`src/rtl/myproject_infer_ctrl.sv`:
```
// Sequencer between a valid/ready sample stream and the hls4ml myproject core (ap_ctrl_hs).
// Optional perf counters (lat_last, inf_count) are enabled by defining PERF_COUNTERS_EN.
module myproject_infer_ctrl #(
   parameter int IN_W    = 48,
   parameter int OUT_W   = 16,
   parameter int TIMEOUT = 1024,
   parameter int CNT_W   = 32
) (
   input  logic             ap_clk,
   input  logic             ap_rst,
   input  logic [IN_W-1:0]  s_data,
   input  logic             s_valid,
   output logic             s_ready,
   output logic [OUT_W-1:0] m_data,
   output logic             m_valid,
   input  logic             m_ready,
   output logic             core_start,
   output logic [IN_W-1:0]  core_in,
   output logic             core_in_vld,
   input  logic             core_done,
   input  logic             core_ready,
   input  logic             core_idle,
   input  logic [OUT_W-1:0] core_out,
   input  logic             core_out_vld,
   output logic             busy,
   output logic             timeout_err,
   input  logic             err_clr
`ifdef PERF_COUNTERS_EN
  ,output logic [CNT_W-1:0] lat_last,
   output logic [CNT_W-1:0] inf_count
`endif
);

   typedef enum logic [1:0] {IDLE, ISSUE, WAIT, HOLD} state_t;

   localparam logic [CNT_W-1:0] WD_LAST = CNT_W'(TIMEOUT - 1);

   state_t           state;
   logic             got_vld;
   logic [CNT_W-1:0] wdog;

   assign s_ready = (state == IDLE) & core_idle;
   assign busy    = (state != IDLE);

   always_ff @(posedge ap_clk or posedge ap_rst) begin
      if (ap_rst) begin
         state       <= IDLE;
         got_vld     <= 1'b0;
         wdog        <= '0;
         core_start  <= 1'b0;
         core_in_vld <= 1'b0;
         core_in     <= '0;
         m_data      <= '0;
         m_valid     <= 1'b0;
         timeout_err <= 1'b0;
`ifdef PERF_COUNTERS_EN
         lat_last    <= '0;
         inf_count   <= '0;
`endif
      end else begin
         case (state)
            IDLE: begin
               if (s_valid && s_ready) begin
                  core_in     <= s_data;
                  core_start  <= 1'b1;
                  core_in_vld <= 1'b1;
                  wdog        <= '0;
                  got_vld     <= 1'b0;
                  state       <= ISSUE;
               end
            end
            ISSUE: begin
               wdog <= wdog + 1'b1;
               // Completion in the last allowed cycle beats the watchdog.
               if (core_ready && (core_done || core_out_vld)) begin
                  m_data      <= core_out;
                  m_valid     <= 1'b1;
                  core_start  <= 1'b0;
                  core_in_vld <= 1'b0;
                  state       <= HOLD;
`ifdef PERF_COUNTERS_EN
                  lat_last    <= wdog + 1'b1;
`endif
               end else if (wdog == WD_LAST) begin
                  timeout_err <= 1'b1;
                  core_start  <= 1'b0;
                  core_in_vld <= 1'b0;
                  state       <= IDLE;
               end else if (core_ready) begin
                  core_start  <= 1'b0;
                  core_in_vld <= 1'b0;
                  state       <= WAIT;
               end
            end
            WAIT: begin
               wdog <= wdog + 1'b1;
               if (core_out_vld && !got_vld) begin
                  m_data  <= core_out;
                  got_vld <= 1'b1;
               end
               if (core_done) begin
                  if (!got_vld) m_data <= core_out;
                  m_valid <= 1'b1;
                  state   <= HOLD;
`ifdef PERF_COUNTERS_EN
                  lat_last <= wdog + 1'b1;
`endif
               end else if (wdog == WD_LAST) begin
                  timeout_err <= 1'b1;
                  state       <= IDLE;
               end
            end
            HOLD: begin
               if (m_ready) begin
                  m_valid <= 1'b0;
                  state   <= IDLE;
`ifdef PERF_COUNTERS_EN
                  inf_count <= inf_count + 1'b1;
`endif
               end
            end
            default: state <= IDLE;
         endcase
         if (err_clr) timeout_err <= 1'b0;
      end
   end

endmodule

```
`config.mk`:
```
export PLATFORM = sky130hd
export DESIGN_NAME = myproject_infer_ctrl
export DESIGN_NICKNAME = d
export VERILOG_FILES = /design/src/rtl/myproject_infer_ctrl.sv
export SDC_FILE = /design/constraint.sdc
export NUM_CORES = 1
export LEC_CHECK = 0
export BUFFER_PORTS_ARGS = -buffer_cell sky130_fd_sc_hd__buf_4
export CAP_MARGIN = 20
export CORE_MARGIN = 2
export CORE_UTILIZATION = 48
export CTS_BUF_LIST = sky130_fd_sc_hd__clkbuf_8
export DETAILED_ROUTE_END_ITERATION = 8
export MAX_ROUTING_LAYER = met4
export PLACE_DENSITY = 0.82
export SYNTH_ARGS = -nofsm -noshare
export SYNTH_HDL_FRONTEND = slang
export SYNTH_SLANG_ARGS = --single-unit
```
`constraint.sdc`:
```
create_clock -name ap_clk -period 3.4 [get_ports ap_clk]
set_input_delay 0.51 -clock ap_clk [delete_from_list [all_inputs] [get_ports ap_clk]]
set_output_delay 0.51 -clock ap_clk [all_outputs]
set_load 0.03 [all_outputs]
```
# After elaboration in Yosys (flattened, before gate mapping)
# Cells that the tools add are included.
# totals
input_bits	73
ff_bits	102
n_memories	0
wordCells	77
latchBits	0
ramBits	0
output_inout_bits	70
romBits	0
# classes
shift	0
n_bitwise	1
div_mod_pow	0
eq_ne	13
n_addsub	1
mul	0
reduce_logical	22
mux	32
magnitude_cmp	0
# ops
operator	count
16-bit 2-to-1 mux	4
32-bit case mux with 2 select lines	1
32-bit by 1-bit adder with 32-bit output (second input constant)	1
32-bit by 10-bit == test with 1-bit output (second input constant)	1
32-bit 2-to-1 mux	1
16-bit case mux with 2 select lines	1
2-bit 2-to-1 mux	7
1-bit 2-to-1 mux	13
2-bit nonzero test	5
3-bit inequality test (second input constant)	3
3-bit AND reduction	3
2-bit inequality test (second input constant)	4
2-bit case mux with 4 select lines	1
4-bit AND reduction	2
1-bit case mux with 2 select lines	3
2-bit AND reduction	3
3-bit nonzero test	2
2-bit == test (second input constant)	2
4-bit inequality test (second input constant)	1
1-bit logical AND	3
1-bit case mux with 3 select lines	1
2-bit by 1-bit == test with 1-bit output (second input constant)	1
2-bit logical NOT	1
2-bit by 1-bit inequality test with 1-bit output (second input constant)	1
4 further kinds	4

# Longest topological paths before layout
# depth
depth_word	6
mapped_depth	9
ltp_nobuf	7

# Worst setup path after synthesis
# OpenSTA, ideal clock, no wires.
# synth_timing
path_kind	reg-to-reg
from	register state[0]
to	register (tool-made name)
period_less_slack_ns	2.075
setup_time_ns	0.125
path_slack_ns	1.325
t_required_ns	3.275
n_path_buf	2
path_stages_with_launch	8
t_arrival_ns	1.951
cell_sequence	dfrtp_1 inv_1 ha_1 buf_2 nor2_1 a2111oi_4 buf_4 mux2_2
# synth_rtl
item	line	rtl
start, declared	38	state_t state;
start signal, assigned	47	state <= IDLE;
start signal, assigned	69	state <= ISSUE;
start signal, assigned	80	state <= HOLD;

# Worst setup path in the final report
# layout_timing
from	register state[0]
to	register m_data[15]
# layout_via
elab_chain_len	3
elab_cells_between_ends	6
cone_classes	3 x eq/ne; 1 x mux; 2 x reduce/logical
# layout_lines
item	line	rtl
2-bit by 1-bit == test with 1-bit output or 2-bit == test (tied branches)	61	case (state)
2-bit inequality test (no source line) or 2-bit nonzero test (tied branches)	n/a	
2-bit AND reduction (no source line)	n/a	
end signal, assigned	76	m_data <= core_out;
end signal, assigned	98	m_data <= core_out;
end signal, assigned	102	if (!got_vld) m_data <= core_out;
end, declared	14	output logic [OUT_W-1:0] m_data,
# Parallel ways exist; a longest one is shown, timed or not.
# A chain may end at the register's enable or synchronous reset.

==> key figures <==
Critical path
  • Worst path arrival time: 2.78 ns
  • Crit path largest cell delay: 0.95 ns
  • Slowest stage cell, crit path: a2111oi_4
  • Critical Path RT: 3.65 ns
  • Worst setup EP type: flip-flop
  • Crit-path cells: inv_1, ha_1, nor2_1, a2111oi_4, mux2_2
  • Critical Path Start Type: flip-flop
  • Crit-path max FO: 16
  • Buf+Inv Stages, Crit Path: 1
  • CP delay by family, top: compound AO/OA/AOI/OAI gates
  • Crit path kind: flip-flop to flip-flop

Timing
  • Clock period minus worst slack: 2.53 ns
  • Setup WS post-layout: 0.869 ns
  • Skew final: 0.0152 ns
  • Final setup violation count: 0
  • Fmax: 395 MHz
  • WHS: 0.206 ns
  • Final Hold Violating Endpoints: 0
  • Max Slew Vio Count: 0
  • Slew headroom: 30.7%
  • Fin crit share: 74.4%
  • Measured slew at the worst slew-check pin: 1.04 ns
  • RSZ-0062 raised after global routing: false
  • Final setup TNS: 0 ns

Floorplanning
  • Die Ht: 102 um
  • # rows: 35
  • Die ar.: 10400 um2
  • I/O Pins: 143
  • Core region area: 9240 um2
  • Die X: 102 um
  • Initial Utilization: 49.6%

CTS
  • TritonCTS clock tree: done
  • CTS Buf Count: 9
  • Post-CTS Resized: 0
  • Setup Fix Bufs, Post-CTS: 0
  • Hold buffer count at CTS: 0
  • CTS HTree Levels: 3
  • Worst-skew pair later-pin latency: 0.38 ns
  • CTS max path bufs: 2
  • CTS root buf: clkbuf_8
  • CTS sink count: 102
  • Clock transition at path regs: 0.10 ns

Global routing
  • Vias in the first global route: 3449
  • Busiest grt layer: met2
  • GRT met3 Usage: 2.97%
  • M2 GR Usage: 34.8%
  • Largest net degree at the start of global routing: 51
  • Global-route wire length before repair: 16400 um
  • Remaining Overflow, GRT: 0
  • Met1 GRT Util: 25.4%
  • Tot GR Track Use: 20.7%
  • Initial antenna violation count: 0

Synthesis
  • Register area share after synthesis: 55.7%
  • Synthesized net count: 452
  • Most instantiated cells after synthesis: 102 x dfrtp_1, 64 x mux2_2, 31 x nor2_1, 19 x xor2_1
  • Most used DFF post-synth: dfrtp_1
  • Synth cell types: 43
  • Synth Register Bits: 102
  • Syn Area/Cell: 12.3 um2
  • Ys async rst share: 100%
  • Leading post-synthesis cells by cell area: dfrtp_1 56%, mux2_2 16%, xor2_1 3.6%
  • Synth Cell Area: 4590 um2
  • Synth Instances: 373
  • Yosys Warn Count: 0
  • Most used standard cell by instance count after synthesis: dfrtp_1
  • Post-synth EDFFs: 0
  • Post-synth top area cell: dfrtp_1
  • Yosys top cell area share: 55.7%

Pwr
  • Max IR drop VDD: 424 uV
  • Int Pwr: 3.39 mW
  • Sequential share of power: 35.7%
  • Power Density: 945 nW/um2
  • P_leak: 2.86 nW
  • Switching share of power: 40.6%
  • Combinational Power Share: 48.0%
  • Switch Pwr: 2.31 mW
  • Clock share of power: 16.3%

Cells and area
  • Register area: 2550 um2
  • Final core utilization: 65.3%
  • Layout area overhead: 31.6%
  • Design area: 6030 um2
  • Final nets: 597
  • Fillcell total: 713
  • ANT cells: 0
  • Multi-input gate area: 1930 um2
  • Share of post-route cells with drive strength above 1: 45.8%

Drt
  • DRC: 0
  • Drt wl/cell: 15.5 um
  • DR vias/cell: 5.29
  • First-pass detailed-route iteration total: 4
  • Vias: 3447
  • Final wirelength: 10100 um
  • Antenna viol nets, final: 0
  • 1st-iter DRT viols: 221

Flow run
  • Max Cap Viol: 0

Hold path
  • Hold Path Class: input port to asynchronous set/reset pin

Placement
  • Placed Area: 5790 um2
  • RePlAce Congestion: 0.824
  • Post-DP HPWL: 7350 um
  • Placement Setup Slack: 0.879 ns
  • Port Buffers: 142

Run status
  • Outcome: completed
==> through the flow <==
step                      power (mW)  cells
after floorplan                 3.82    373
after global placement          4.71    636
after detailed placement        4.82    636
after CTS                       5.75    651
after global routing            6.01    651
final                           5.70    651
==> worst reg2reg max path, delay by kind of cell, from the launching register on <==
kind	cells	cell delay, ns
AO/OA/AOI/OAI	1	0.95
adder cells (fa/ha/maj)	1	0.34
flip-flops	1	0.41
AND/OR/NAND/NOR	1	0.15
multiplexers	1	0.42
buffers and inverters	1	0.14
==> kinds of logic after synthesis <==
kind of cell	Yosys count	share of synthesized area, %
AND/OR/NAND/NOR	112	14.4
multiplexers	66	16.2
buffers and inverters	24	2.32
flip-flops	102	55.7
AO/OA/AOI/OAI	42	5.87
adder cells (fa/ha/maj)	6	1.64
XOR/XNOR	21	4.01
==> power groups by stage <==
| stage | combinational (mW) | clock (mW) | sequential, mW |
|---|---|---|---|
| after floorplan | 1.02 | 0 | 2.80 |
| after global placement | 2.69 | 0 | 2.03 |
| after detailed placement | 2.77 | 0 | 2.06 |
| after CTS | 2.77 | 0.951 | 2.04 |
| after global routing | 2.92 | 0.993 | 2.10 |
| final | 2.74 | 0.927 | 2.03 |
==> final cells by class <==
class | count | share of cell area [%]
clock buffer | 10 | 2.28
clock inverter | 5 | 1.78
inverter | 11 | 0.726
multi-input combinational | 247 | 31.9
sequential | 102 | 42.3
tap | 129 | 2.68
timing repair buffer | 147 | 18.3
==> path summary, 6_finish.rpt <==
| kind | startpoint | end | slack (ns) | cells past startpoint |
|---|---|---|---|---|
| min in group ap_clk | err_clr | timeout_err | 0.28 | 2 |
| max in group asynchronous | ap_rst | m_data[15] | 2.37 | 3 |
| max reg2reg | state[0] | m_data[15] | 0.87 | 5 |
| min reg2reg | core_in[21] | core_in[21] | 0.51 | 1 |
| min | ap_rst | core_in[0] | 0.21 | 2 |
| max | state[0] | m_data[15] | 0.87 | 5 |
==> cells in the final DEF, fill, tap and decap left out, types with 12 or more instances in the layout <==
master	synthesis	layout
nand4_1	13	13
nor2_1	31	31
dfrtp_1	102	102
o21ai_0	15	15
a21oi_1	15	15
nand3_1	13	13
nand2_1	12	12
xor2_1	19	19
buf_4	3	147
mux2_2	64	64
==> routing by layer <==
metal | up-vias | share of wire, %
li1 | 1614 | -
met1 | 1746 | 40
met2 | 75 | 55
met3 | 12 | 3.1
met4 | 0 | 1.4
met5 | - | 0
Note: power is estimated with default switching activity, not from simulation.
